<file path="src/rtl/litepcie_rc_pkg.sv">
// Shared constants for the RC completion adapter: fmt/type codes, descriptor field
// offsets, tuser output bit indices and the expected-beat helper.
package litepcie_rc_pkg;

   localparam logic [7:0] CPL    = 8'h0A;
   localparam logic [7:0] CPLD   = 8'h4A;
   localparam logic [7:0] CPLLK  = 8'h0B;
   localparam logic [7:0] CPLDLK = 8'h4B;

   localparam int unsigned DESC_LOWADDR_LSB = 0;
   localparam int unsigned DESC_BYTECNT_LSB = 16;
   localparam int unsigned DESC_LOCKED_BIT  = 29;
   localparam int unsigned DESC_DWLEN_LSB   = 32;
   localparam int unsigned DESC_STATUS_LSB  = 43;
   localparam int unsigned DESC_POISON_BIT  = 46;
   localparam int unsigned DESC_REQID_LSB   = 48;
   localparam int unsigned DESC_TAG_LSB     = 64;
   localparam int unsigned DESC_CPLID_LSB   = 72;
   localparam int unsigned DESC_TC_LSB      = 89;
   localparam int unsigned DESC_ATTR_LSB    = 92;

   localparam int unsigned TUSER_DISC   = 0;
   localparam int unsigned TUSER_POISON = 1;
   localparam int unsigned TUSER_LENERR = 2;
   localparam int unsigned TUSER_WIDTH  = 85;

   // Beats for a completion: 3 header DW plus D payload DW, D=0 encodes 1024.
   function automatic logic [8:0] rc_exp_beats(input logic [9:0] dwlen,
                                                input int unsigned shift);
      logic [10:0] w_d;
      logic [11:0] w_sum;
      w_d   = (dwlen == 10'd0) ? 11'd1024 : {1'b0, dwlen};
      w_sum = {1'b0, w_d} + 12'd3 + ((12'd1 << shift) - 12'd1);
      return 9'(w_sum >> shift);
   endfunction

endpackage

</file>
<file path="src/rtl/rc_skid_buffer.sv">
// Two-entry valid/ready buffer (main + skid register); input ready comes straight from
// the skid-occupied flop, so it never depends combinationally on the output ready.
module rc_skid_buffer #(
   parameter int unsigned WIDTH = 8
) (
   input  logic             i_clk,
   input  logic             i_rst_n,
   input  logic             i_valid,
   output logic             o_ready,
   input  logic [WIDTH-1:0] i_data,
   output logic             o_valid,
   input  logic             i_ready,
   output logic [WIDTH-1:0] o_data
);

   logic             r_main_v;
   logic             r_skid_v;
   logic [WIDTH-1:0] r_main;
   logic [WIDTH-1:0] r_skid;

   always_ff @(posedge i_clk or negedge i_rst_n) begin
      if (!i_rst_n) begin
         r_main_v <= 1'b0;
         r_skid_v <= 1'b0;
         r_main   <= '0;
         r_skid   <= '0;
      end else if (r_skid_v) begin
         if (i_ready) begin
            r_main   <= r_skid;
            r_skid_v <= 1'b0;
         end
      end else if (!r_main_v || i_ready) begin
         // Main free or draining this cycle: the new beat bypasses the skid.
         r_main_v <= i_valid;
         if (i_valid) begin
            r_main <= i_data;
         end
      end else if (i_valid) begin
         r_skid   <= i_data;
         r_skid_v <= 1'b1;
      end
   end

   assign o_ready = !r_skid_v;
   assign o_valid = r_main_v;
   assign o_data  = r_main;

endmodule

</file>
<file path="src/rtl/m_axis_rc_adapt_pipe.sv">
// RC descriptor-format completion to legacy 3DW TLP adapter with length checking and
// sticky error flags. Optional error counter enabled by LITEPCIE_RC_ERR_CNT_EN.
module m_axis_rc_adapt_pipe
   import litepcie_rc_pkg::*;
#(
   parameter int unsigned DATA_WIDTH = 512,
   parameter int unsigned KEEP_WIDTH = DATA_WIDTH / 8,
   parameter int unsigned DISC_BIT   = 42
) (
   input  logic                   user_clk,
   input  logic                   user_reset_n,
   input  logic [DATA_WIDTH-1:0]  m_axis_rc_tdata_a,
   input  logic [KEEP_WIDTH-1:0]  m_axis_rc_tkeep_a,
   input  logic                   m_axis_rc_tlast_a,
   input  logic [TUSER_WIDTH-1:0] m_axis_rc_tuser_a,
   input  logic                   m_axis_rc_tvalid_a,
   output logic [3:0]             m_axis_rc_tready_a,
   output logic [DATA_WIDTH-1:0]  m_axis_rc_tdata,
   output logic [KEEP_WIDTH-1:0]  m_axis_rc_tkeep,
   output logic                   m_axis_rc_tlast,
   output logic [TUSER_WIDTH-1:0] m_axis_rc_tuser,
   output logic                   m_axis_rc_tvalid,
`ifdef LITEPCIE_RC_ERR_CNT_EN
   output logic [15:0]            rc_err_count,
`endif
   input  logic [3:0]             m_axis_rc_tready
);

   localparam int unsigned SHIFT = $clog2(DATA_WIDTH / 32);
   localparam int unsigned PW    = DATA_WIDTH + KEEP_WIDTH + 4;

   logic [8:0] r_beat;
   logic [8:0] r_exp;
   logic       r_poison;
   logic       r_disc;

   logic                  w_ready;
   logic                  w_accept;
   logic                  w_sop;
   logic [9:0]            w_dwlen;
   logic [11:0]           w_bytecnt;
   logic [7:0]            w_fmt;
   logic [127:0]          w_hdr;
   logic [DATA_WIDTH-1:0] w_data;
   logic [KEEP_WIDTH-1:0] w_keep;
   logic [8:0]            w_exp_now;
   logic [8:0]            w_exp;
   logic                  w_poison;
   logic                  w_disc;
   logic                  w_lenerr;
   logic [2:0]            w_user;
   logic [PW-1:0]         w_in_pl;
   logic [PW-1:0]         w_out_pl;
   logic                  w_out_valid;
   logic                  w_unused_ok;

   assign w_accept  = m_axis_rc_tvalid_a && w_ready;
   assign w_sop     = (r_beat == 9'd0);
   assign w_dwlen   = m_axis_rc_tdata_a[DESC_DWLEN_LSB +: 10];
   assign w_bytecnt = m_axis_rc_tdata_a[DESC_BYTECNT_LSB +: 12];

   always_comb begin
      w_fmt = CPL;
      if (w_bytecnt != 12'd0) begin
         w_fmt = m_axis_rc_tdata_a[DESC_LOCKED_BIT] ? CPLDLK : CPLD;
      end else if (m_axis_rc_tdata_a[DESC_LOCKED_BIT]) begin
         w_fmt = CPLLK;
      end
   end

   // {DW3, DW2, DW1, DW0}, little-endian dwords; DW3 is the first payload dword.
   assign w_hdr = {m_axis_rc_tdata_a[127:96],
                   m_axis_rc_tdata_a[DESC_REQID_LSB +: 16], m_axis_rc_tdata_a[DESC_TAG_LSB +: 8],
                   1'b0, m_axis_rc_tdata_a[DESC_LOWADDR_LSB +: 7],
                   m_axis_rc_tdata_a[DESC_CPLID_LSB +: 16], m_axis_rc_tdata_a[DESC_STATUS_LSB +: 3],
                   1'b0, w_bytecnt,
                   w_fmt, 1'b0, m_axis_rc_tdata_a[DESC_TC_LSB +: 3], 4'b0000, 1'b0, 1'b0,
                   m_axis_rc_tdata_a[DESC_ATTR_LSB +: 2], 2'b00, w_dwlen};

   always_comb begin
      w_data = m_axis_rc_tdata_a;
      w_keep = m_axis_rc_tuser_a[KEEP_WIDTH-1:0];
      if (w_sop) begin
         w_data[127:0] = w_hdr;
         w_keep[11:0]  = 12'hFFF;
      end
   end

   assign w_exp_now = rc_exp_beats(w_dwlen, SHIFT);
   assign w_exp     = w_sop ? w_exp_now : r_exp;
   assign w_poison  = w_sop ? m_axis_rc_tdata_a[DESC_POISON_BIT] : r_poison;
   assign w_disc    = r_disc | m_axis_rc_tuser_a[DISC_BIT];
   // Widened compare so a saturated counter (511 + 1) never matches a 9-bit expectation.
   assign w_lenerr  = m_axis_rc_tlast_a && (({1'b0, r_beat} + 10'd1) != {1'b0, w_exp});

   always_comb begin
      w_user               = 3'b000;
      w_user[TUSER_DISC]   = w_disc;
      w_user[TUSER_POISON] = w_poison;
      w_user[TUSER_LENERR] = w_lenerr;
   end

   always_ff @(posedge user_clk or negedge user_reset_n) begin
      if (!user_reset_n) begin
         r_beat   <= 9'd0;
         r_exp    <= 9'd0;
         r_poison <= 1'b0;
         r_disc   <= 1'b0;
      end else if (w_accept) begin
         if (m_axis_rc_tlast_a) begin
            r_beat <= 9'd0;
         end else if (r_beat != 9'h1FF) begin
            r_beat <= r_beat + 9'd1;
         end
         r_disc <= m_axis_rc_tlast_a ? 1'b0 : w_disc;
         if (w_sop) begin
            r_poison <= m_axis_rc_tdata_a[DESC_POISON_BIT];
            r_exp    <= w_exp_now;
         end
      end
   end

   assign w_in_pl = {w_user, m_axis_rc_tlast_a, w_keep, w_data};

   rc_skid_buffer #(
      .WIDTH(PW)
   ) u_skid (
      .i_clk   (user_clk),
      .i_rst_n (user_reset_n),
      .i_valid (m_axis_rc_tvalid_a),
      .o_ready (w_ready),
      .i_data  (w_in_pl),
      .o_valid (w_out_valid),
      .i_ready (m_axis_rc_tready[0]),
      .o_data  (w_out_pl)
   );

   assign m_axis_rc_tready_a = {4{w_ready}};
   assign m_axis_rc_tvalid   = w_out_valid;
   assign m_axis_rc_tdata    = w_out_pl[DATA_WIDTH-1:0];
   assign m_axis_rc_tkeep    = w_out_pl[DATA_WIDTH +: KEEP_WIDTH];
   assign m_axis_rc_tlast    = w_out_pl[DATA_WIDTH + KEEP_WIDTH];
   assign m_axis_rc_tuser    = {{(TUSER_WIDTH - 3){1'b0}}, w_out_pl[PW-1 -: 3]};

`ifdef LITEPCIE_RC_ERR_CNT_EN
   logic [15:0] r_err_count;

   always_ff @(posedge user_clk or negedge user_reset_n) begin
      if (!user_reset_n) begin
         r_err_count <= 16'd0;
      end else if (w_out_valid && m_axis_rc_tready[0] && m_axis_rc_tlast &&
                   (m_axis_rc_tuser[2:0] != 3'b000) && (r_err_count != 16'hFFFF)) begin
         r_err_count <= r_err_count + 16'd1;
      end
   end

   assign rc_err_count = r_err_count;
`endif

   assign w_unused_ok = ^{m_axis_rc_tkeep_a, m_axis_rc_tready[3:1], m_axis_rc_tuser_a};

endmodule

</file>
<file path="config.mk">
export PLATFORM = sky130hd
export DESIGN_NAME = m_axis_rc_adapt_pipe
export DESIGN_NICKNAME = d
export VERILOG_FILES = /design/src/rtl/litepcie_rc_pkg.sv /design/src/rtl/rc_skid_buffer.sv /design/src/rtl/m_axis_rc_adapt_pipe.sv
export SDC_FILE = /design/constraint.sdc
export NUM_CORES = 2
export LEC_CHECK = 0
export ABC_CLOCK_PERIOD_IN_PS = 7750
export BUFFER_PORTS_ARGS = -buffer_cell sky130_fd_sc_hd__buf_2
export CORE_AREA = 2 2 519 521
export DETAILED_ROUTE_END_ITERATION = 16
export DIE_AREA = 0 0 521 523
export MAX_ROUTING_LAYER = met4
export PLACE_DENSITY = 0.41
export SLEW_MARGIN = 5
export SYNTH_ARGS = -nofsm -noshare
export SYNTH_HDL_FRONTEND = slang
export SYNTH_SLANG_ARGS = --single-unit
</file>
<file path="constraint.sdc">
create_clock -name user_clk -period 7.75 [get_ports user_clk]
set_input_delay 0.775 -clock user_clk [delete_from_list [all_inputs] [get_ports user_clk]]
set_output_delay 0.775 -clock user_clk [all_outputs]
set_load 0.05 [all_outputs]
</file>
==> impl_metrics.csv <==
group,metric,value,unit
setup_path,r2r_cells,6,
cells_and_area,final_nets,7045,
routing,wirelength,201,mm
yosys,synth_top_area_cell,"dfrtp_1",
yosys,synthArstFlopShare,100,%
pwr,p_int,0.0147,W
yosys,synth_top_cell_area_share,58.7,%
cells_and_area,fillers,29000,
cells_and_area,synthToLayoutAreaGrowth,28.8,%
die,dieArea,0.272,mm²
yosys,syn_area,0.0504,mm²
setup_path,cp-end-kind,"flip-flop",
run_status,outcome,"complete, no violations",
job,drv_cap,0,
sta,timing.fmax,0.240,GHz
die,die_y,523,µm
setup_path,cp_max_fo,159,
pwr,ir_worst_vdd,0.172,mV
routing,num_vias,40300,
sta,tightest_slew,1130,ps
min_path,hold_path.startpoint,"m_axis_rc_tdata_a[205]",
sta,finalHoldViolations,0,
clock_tree,htreeDepth,4,
grt,grt_pass1_vias,40100,
sta,clock_skew,66.3,ps
clock_tree,cts_root_buf,"clkbuf_16",
setup_path,r2r_setup_slack,3590,ps
die,rows,190,
setup_path,path_class,"reg2reg",
sta,finalSetupViolations,0,
place,portBuffers,1165,
yosys,avgSynthCellArea,9.41,µm²
sta,max_slew_margin,24.7,%
clock_tree,cts_sinks,1182,
die,core,0.267,mm²
sta,worst_slack,3590,ps
clock_tree,cts_tree,"yes",
grt,grt_overflow,0,
routing,wl_met2,94.0,mm
grt,grt_pass1_wl,288,mm
pwr,power_density,397,mW/mm²
place,place_ws,3640,ps
pwr,p_leak,31.9,nW
pwr,p_sw_share,42.9,%
routing,routed_via_density,3.99,
routing,drt-met1-wl,83.6,mm
die,initial_core_util,18.9,%
yosys,synth_edf_count,0,
pwr,power_switching,0.0111,W
die,fp.dieW,521,µm
place,dp_hpwl,145,mm
routing,wl_met3,19.6,mm
place,dpl_cell_area,0.0597,mm²
yosys,synth_ff_type,"dfrtp_1",
setup_path,arrival,4800,ps
sta,min_period,4160,ps
sta,setup-tns-final,0,ps
yosys,synth-seq-area-share,58.7,%
min_path,worstHoldEndpoint,"u_skid.r_skid[205]",
clock_tree,path_clk_slew,60,ps
yosys,synth_seq_cells,1182,
routing,drtIter0Drc,2322,
sta,layout_worst_path_cycle_share,53.7,%
grt,grt_max_degree,160,
setup_path,regToRegStartpoint,"u_skid.r_skid_v",
sta,drv_slew,0,
setup_path,cp-start-kind,"flip-flop",
clock_tree,clockBufferDepth,4,
min_path,hold_path.class,"in2reg",
setup_path,required,8390,ps
clock_tree,clk_latency,790,ps
routing,drt-wirelength-per-cell,19.8,µm
routing,drt_pass1_iterations,5,
cells_and_area,drive_above_1_share,22.5,%
yosys,yosysWarningCount,0,
yosys,synthTopCellsByArea,"dfrtp_1 (59%), nand2_1 (16%), mux2i_1 (11%)",
cells_and_area,postLayoutCellArea,0.0649,mm²
routing,top_layer,"met4",
place,gp_congestion,0.844,
grt,grtUsageTotal,14.7,%
sta,rsz0062_at_grt,"false",
pwr,p_comb_share,35.9,%
yosys,synthCells,5352,
routing,ant_nets,0,
die,io_pins,1336,
yosys,synthDistinctLibCells,43,
routing,drc,0,
min_path,hold_path_depth,3,
clock_tree,cts_buffers,156,
pwr,clkPwrFrac,27.9,%
grt,antenna_found_initial,121,
setup_path,r2r-end,"u_skid.r_skid[302]",
pwr,p_seq_share,36.2,%
## worst max path at each step
stage                             from                 end  slack, ps  depth (start not counted)
floorplan                    r_beat[0]  u_skid.o_data[579]       5020                         10
global placement    m_axis_rc_tvalid_a  u_skid.r_skid[208]       3610                          7
detailed placement  m_axis_rc_tvalid_a  u_skid.r_skid[223]       3640                          7
CTS                    u_skid.r_skid_v  u_skid.r_skid[209]       3630                          6
global route           u_skid.r_skid_v  u_skid.r_skid[212]       3370                          6
finish                 u_skid.r_skid_v  u_skid.r_skid[302]       3590                          6
## flip-flops by register name (all words and copies together), names as in the netlist
name             cells
u_skid.o_data      580
u_skid.r_skid      580
r_beat               9
r_exp                9
r_disc               1
r_poison             1
u_skid.o_valid       1
u_skid.r_skid_v      1
## critical path, stage by stage (launching register included)
cell and delay, ps:
dfrtp_4 750, nor2b_1 780, nand3b_1 580, buf_12 410
buf_12 440, nand2_1 260, nand2_1 80
## Yosys cell counts, types with 2 or more instances
cell type  count
nand2_1     2134
o31ai_1        2
nor3_1         3
xnor2_1       10
nand3_1        6
inv_1          6
dfrtp_1     1182
or4_1          2
xor2_1         8
ha_1           3
nand3b_1       2
mux2i_1      550
nor2b_1        2
buf_4         87
a21oi_1      120
nand4_1        3
buf_1          9
clkbuf_1     317
buf_2         27
and4_1         2
nor4_1         4
a31oi_1        3
nor2_1       140
a211oi_1       2
and3_1         2
o21ai_0      709
## metrics by stage
stage          hold WS [ps]  power [W]  std cells  utilization, %
3_3_place_gp            456     0.0187       9766            22.3
6_report                162     0.0258      10100            24.3
4_1_cts                69.2     0.0263      10000            24.2
3_5_place_dp            462     0.0189       9766            22.3
2_1_floorplan           445     0.0157       5433               -
5_1_grt                90.7     0.0273      10100            24.3
## power by group through the flow
stage	Combinational, W	Clock [W]	Sequential, W
finish	0.00926	0.00720	0.00933
global route	0.0100	0.00773	0.00960
CTS	0.00945	0.00748	0.00934
detailed placement	0.00944	0	0.00943
global placement	0.00938	0	0.00934
floorplan	0.00300	0	0.0127
## placed cells by master, fill, tap and decap left out, types with 10 or more instances in the layout
| master | n |
|---|---|
| clkbuf_8 | 40 |
| clkbuf_1 | 38 |
| conb_1 | 82 |
| buf_2 | 1164 |
| a21oi_1 | 120 |
| clkbuf_16 | 159 |
| buf_12 | 22 |
| dfrtp_1 | 1181 |
| o21ai_0 | 709 |
| diode_2 | 92 |
| clkinv_2 | 12 |
| xnor2_1 | 10 |
| mux2i_1 | 550 |
| nor2_1 | 140 |
| buf_4 | 36 |
| nand2_1 | 2134 |
## cell families after synthesis
| logic type | count (synthesis) | synth area share (%) |
|---|---|---|
| AOI/OAI and AO/OA | 845 | 8.51 |
| xor gates and xnor gates | 18 | 0.313 |
| adders and majority gates | 3 | 0.0745 |
| buffers and inverters | 447 | 4.06 |
| DFF | 1182 | 58.7 |
| muxes | 551 | 11.0 |
| other | 1 | 0.00744 |
| and+or+nand+nor | 2305 | 17.4 |
## per-layer routing
metal	track usage, %	vias up
li1	-	19500
met1	17.5	19400
met2	23.4	1279
met3	5.88	239
met4	2.99	0
met5	-	-
## final cells by class
class / count / area (µm²) / area share (%)
Timing Repair Buffer: 1223 / 6550 / 10.1
Multi-Input combinational cell: 3804 / 19100 / 29.4
Tap cell: 3552 / 4440 / 6.85
Inverter: 6 / 22.5 / 0.0347
Sequential cell: 1182 / 29600 / 45.6
Clock inverter: 29 / 333 / 0.513
Clock buffer: 237 / 4670 / 7.20
Antenna cell: 92 / 230 / 0.355
## what timing repair did
action | 4_1_cts | 5_1_grt
hold endpoints to repair | 55 | 0
buffers inserted | 0 | 0
hold buffers | 1 | 0
gates resized for setup | 0 | 0
No activity file was read; power rests on OpenSTA's default activity.
